$ cat src/rtl/dual_slope_seq.sv
// Dual-slope ADC conversion sequencer: steps the analog front end through
// reset, auto-zero, fixed integrate and counted deintegrate, then reports the count.
module dual_slope_seq #(
   parameter int RST_CYCLES = 4,
   parameter int AZ_CYCLES  = 1000,
   parameter int INT_CYCLES = 1000,
   parameter int DEINT_MAX  = 2000,
   parameter int CNT_W      = 16
) (
   input  logic             clk_i,
   input  logic             rst_i,
   input  logic             start_i,
   input  logic             abort_i,
   input  logic [2:0]       range_sel_i,
   input  logic             comp_i,
   input  logic             sat_hi_i,
   input  logic             sat_lo_i,
   input  logic             ref_ok_i,
   output logic [1:0]       afe_sel_o,
   output logic [2:0]       range_sel_o,
   output logic             afe_reset_o,
   output logic             ref_sign_o,
   output logic             busy_o,
   output logic             done_o,
   output logic [CNT_W-1:0] result_o,
   output logic             polarity_o,
   output logic             overrange_o
);

   localparam logic [2:0] IDLE     = 3'd0;
   localparam logic [2:0] WAIT_REF = 3'd1;
   localparam logic [2:0] RST      = 3'd2;
   localparam logic [2:0] AZ       = 3'd3;
   localparam logic [2:0] INT      = 3'd4;
   localparam logic [2:0] DEINT    = 3'd5;
   localparam logic [2:0] DONE     = 3'd6;

   localparam logic [CNT_W-1:0] RST_LAST   = CNT_W'(RST_CYCLES - 1);
   localparam logic [CNT_W-1:0] AZ_LAST    = CNT_W'(AZ_CYCLES - 1);
   localparam logic [CNT_W-1:0] INT_LAST   = CNT_W'(INT_CYCLES - 1);
   localparam logic [CNT_W-1:0] DEINT_LAST = CNT_W'(DEINT_MAX - 1);
   localparam logic [CNT_W-1:0] DEINT_OVR  = CNT_W'(DEINT_MAX);

   logic [2:0]       state;
   logic [CNT_W-1:0] cnt;
   logic             pol;

   // Bit order in both synchronizer stages: {ref_ok, sat_lo, sat_hi, comp}.
   logic [3:0] meta;
   logic [3:0] sync;
   logic       comp_s, sat_hi_s, sat_lo_s, ref_ok_s;

   // NOTE: every flop below uses <= so all state updates see pre-edge values.
   always_ff @(posedge clk_i) begin
      if (rst_i) begin
         meta <= '0;
         sync <= '0;
      end else begin
         meta <= {ref_ok_i, sat_lo_i, sat_hi_i, comp_i};
         sync <= meta;
      end
   end

   assign {ref_ok_s, sat_lo_s, sat_hi_s, comp_s} = sync;

   always_ff @(posedge clk_i) begin
      if (rst_i) begin
         state       <= IDLE;
         cnt         <= '0;
         pol         <= 1'b0;
         range_sel_o <= '0;
         result_o    <= '0;
         polarity_o  <= 1'b0;
         overrange_o <= 1'b0;
      end else if (abort_i && state != IDLE) begin
         state <= IDLE;
         cnt   <= '0;
      end else begin
         case (state)
            IDLE: begin
               cnt <= '0;
               if (start_i && !abort_i) begin
                  state       <= WAIT_REF;
                  range_sel_o <= range_sel_i;
               end
            end
            WAIT_REF: begin
               cnt <= '0;
               if (ref_ok_s) state <= RST;
            end
            RST: begin
               if (cnt == RST_LAST) begin
                  state <= AZ;
                  cnt   <= '0;
               end else begin
                  cnt <= cnt + 1'b1;
               end
            end
            AZ: begin
               if (cnt == AZ_LAST) begin
                  state <= INT;
                  cnt   <= '0;
               end else begin
                  cnt <= cnt + 1'b1;
               end
            end
            INT: begin
               // A saturated integrator makes the deintegrate count meaningless.
               if (sat_hi_s || sat_lo_s) begin
                  state       <= DONE;
                  cnt         <= '0;
                  result_o    <= '0;
                  overrange_o <= 1'b1;
                  polarity_o  <= sat_hi_s;
               end else if (cnt == INT_LAST) begin
                  state <= DEINT;
                  cnt   <= '0;
                  pol   <= comp_s;
               end else begin
                  cnt <= cnt + 1'b1;
               end
            end
            DEINT: begin
               if (comp_s != pol) begin
                  state       <= DONE;
                  cnt         <= '0;
                  result_o    <= cnt;
                  overrange_o <= 1'b0;
                  polarity_o  <= pol;
               end else if (cnt == DEINT_LAST) begin
                  state       <= DONE;
                  cnt         <= '0;
                  result_o    <= DEINT_OVR;
                  overrange_o <= 1'b1;
                  polarity_o  <= pol;
               end else begin
                  cnt <= cnt + 1'b1;
               end
            end
            DONE: begin
               state <= IDLE;
               cnt   <= '0;
            end
            default: begin
               state <= IDLE;
               cnt   <= '0;
            end
         endcase
      end
   end

   // NOTE: defaults first so no path through the case leaves an output unassigned.
   always_comb begin
      afe_sel_o   = 2'b00;
      afe_reset_o = 1'b0;
      ref_sign_o  = 1'b0;
      busy_o      = (state != IDLE);
      done_o      = (state == DONE);
      case (state)
         RST:     afe_reset_o = 1'b1;
         INT:     afe_sel_o   = 2'b01;
         DEINT: begin
            afe_sel_o  = pol ? 2'b11 : 2'b10;
            ref_sign_o = pol;
         end
         default: ;
      endcase
   end

endmodule

$ cat config.mk
export PLATFORM = sky130hd
export DESIGN_NAME = dual_slope_seq
export DESIGN_NICKNAME = d
export VERILOG_FILES = /design/src/rtl/dual_slope_seq.sv
export SDC_FILE = /design/constraint.sdc
export NUM_CORES = 1
export LEC_CHECK = 0
export ABC_AREA = 1
export BUFFER_PORTS_ARGS = -buffer_cell sky130_fd_sc_hd__buf_4
export CORE_ASPECT_RATIO = 0.75
export CORE_MARGIN = 1.5
export CORE_UTILIZATION = 55
export DETAILED_ROUTE_END_ITERATION = 7
export PLACE_DENSITY = 0.85
export SLEW_MARGIN = 10
export SYNTH_ARGS = -nofsm -noshare
export SYNTH_HDL_FRONTEND = slang
export SYNTH_SLANG_ARGS = --single-unit
$ cat constraint.sdc
create_clock -name clk_i -period 2.02 [get_ports clk_i]
set_clock_uncertainty 0.05 [all_clocks]
set_input_delay 0.202 -clock clk_i [delete_from_list [all_inputs] [get_ports clk_i]]
set_output_delay 0.202 -clock clk_i [all_outputs]
set_load 0.01 [all_outputs]
==> metrics <==
Worst-path clk slew=0.10 ns; Lkg Pwr=1.22 nW; CTS tree=done; Clock Latency Late Sink=0.31 ns; DR pass1 iterations=4; number of global-route vias before repair=1,776; CP required=2.18 ns; GR Util All Layers=22.0%; DR iter-0 viols=135; Synth Area per Inst=7.38 um^2; clk sink count=49; count of cell types in the netlist=32; final wirelength=4780 um; Seq cells post-synth=49; Slew @ Worst Pin=0.367 ns; Design Power=0.00237 W; Synth warnings=0; via count=2,009; postcts setup bufs=0; worst min path class=in2reg; mapped cell area=2300 um^2; Final Hold Fails=0; worst r2r path cells=12; first-pass GRT wire length=7910 um; Arr. time, crit path=2.02 ns; CTS Buf Count=5; Worst Setup Start Kind=flip-flop; initial antenna violation count=0; Yosys top cell by area=dfxtp_1; # DRC=0; area grow syn2layout=19.1%; pre-CTS setup slack=0.144 ns; worst hold path endpoint=meta[2]; post-route setup TNS=0 ns; Core Area=4030 um^2; Placed Area=2630 um^2; unrepaired setup endpoints after global routing=no; share of the synthesized area in the top cell type=42.6%; status=finished clean; largest cells by area after synthesis=dfxtp_1 43%, nor2_1 11%, nand2_1 7.7%; Post-CTS Hold Fix Bufs=0; hold path depth=3; CP endpoint kind=flip-flop; layout cells sized above 1=23.4%; Antenna diodes=0; RR Endpoint=cnt[15]; Starting Density=57.2%; gr ovfl total=0; H-tree lvl count=2; Sequential Area=982 um^2; Seq/Total Area, Yosys=42.6%; Max-slew headroom=75.4%; Finished Cell Area=2740 um^2; reg2reg start=cnt[0]; post-DR wirelength/cell=11.7 um; most common flop cell mapped by yosys=dfxtp_1; global placer's final weighted congestion=0.958; post-cts sizing count=0; cells after synthesis=312; # nets final=366; commonest cells in the netlist=66 x nor2_1, 49 x dfxtp_1, 47 x nand2_1, 36 x inv_1, 19 x o21ai_0; antenna viol nets, final=0; r2r setup slk=0.16 ns; DPL Wire Length=3550 um; Syn Nets=324; Power Dens Cells=864 nW/um^2; most frequent cell after synthesis=nor2_1; IO Pins=38; Setup WS post-layout=0.162 ns; DR vias/cell=4.90; Die Footprint=4590 um^2; Root Driver=clkbuf_8; multi-input logic area=1110 um^2; CP Max Fanout=14; Final Slew Violations=0; Peak VDD IR=613 uV; EDFF count, synth=0; Setup-failing EPs final=0; Max Cap Viol=0; Clock Tree Buf Depth=2; chip width=77.7 um; total of fill cells in the finished design=346; pin count of the biggest net entering global routing=21; Post-synth ARST share=0%; Max Fclk=538 MHz; final worst path period share=92.0%; min-delay src=sat_lo_i; fin crit period=1.86 ns; I/O Buffers=37; Die Y=59.0 um; crit path kind=reg2reg; Cell Rows=20
-- cell usage in the layout (no fill, tap or decap), types with 2 or more instances in the layout --
cell / n
xor2_1: 8
inv_1: 36
nor2_4: 5
nor2_2: 7
inv_2: 4
o21ai_0: 19
nor3_2: 2
nor2_1: 66
nor3_1: 4
a21oi_2: 3
buf_4: 42
clkinv_1: 2
nand3_2: 4
clkinv_4: 2
nand3_1: 18
xnor2_1: 4
clkbuf_8: 5
dfxtp_1: 48
a21oi_1: 10
nand2_2: 2
nand2_1: 47
nand4_1: 7
-- through the flow --
stage	utilization (%)	hold slack (ns)	cells
after global routing	68.1	0.0430	410
after floorplan	-	0.259	312
after CTS	67.8	0.0377	410
after global placement	65.3	0.340	402
after detailed placement	65.3	0.343	402
final	68.1	0.0351	410
-- power by group --
group          internal [W]  total, W  switching, W  leakage (nW)
clock              0.000259  0.000619      0.000360        0.0506
sequential          0.00102   0.00108     0.0000573         0.398
combinational      0.000248  0.000673      0.000425         0.774
-- sequential cells by signal (all words and copies together), names as in the netlist --
register and flops:
pol 1, range_sel_o 3, meta 4, state 3
cnt 16, polarity_o 1, result_o 16, sync 4
overrange_o 1
-- how the worst max path moves through the flow --
stage | startpoint | slack (ns) | cells after the start | to
3_5_place_dp | cnt[0] | 0.14 | 12 | cnt[15]
4_1_cts | cnt[0] | 0.1 | 12 | cnt[15]
3_3_place_gp | cnt[0] | 0.25 | 11 | result_o[2]
2_1_floorplan | cnt[0] | 0.38 | 13 | cnt[14]
5_1_grt | cnt[1] | 0.003 | 12 | cnt[12]
6_report | cnt[0] | 0.16 | 12 | cnt[15]
-- worst max-delay path, stage by stage (launching register included) --
cell and delay, ns:
dfxtp_2 0.39, ha_1 0.22, nand2_1 0.08, inv_1 0.10
nand2_1 0.06, nor2_1 0.14, nand2_1 0.11, nand2_1 0.07
nand2_1 0.06, clkinv_1 0.07, nand3_2 0.14, nand2_8 0.20
nor2_1 0.07
-- layout make-up --
type,instances,share of cell area (%)
flip-flops and latches,49,35.8
clock buffers,5,2.51
multi-input cells,213,40.6
inverters,43,6.07
repair buffers,42,11.5
well taps,55,2.51
clock inverters,3,1.05
-- logic make-up after synthesis --
group                      count (synthesis)  share of synthesized area [%]
AOI/OAI and AO/OA                         34                           8.42
xor gates and xnor gates                  13                           5.27
adders and majority gates                  1                          0.543
buffers and inverters                     50                           9.51
DFF                                       49                           42.6
and+or+nand+nor                          165                           33.7
-- layer usage --
| metal | share of wire [%] | global-route usage [%] | wire [um] |
|---|---|---|---|
| met5 | 0 | 0 | 0 |
| met4 | 0.75 | 6.23 | 36 |
| met3 | 8.2 | 4.77 | 391 |
| met2 | 44 | 35.0 | 2110 |
| met1 | 47 | 30.5 | 2240 |
Note: power is estimated with default switching activity, not from simulation.
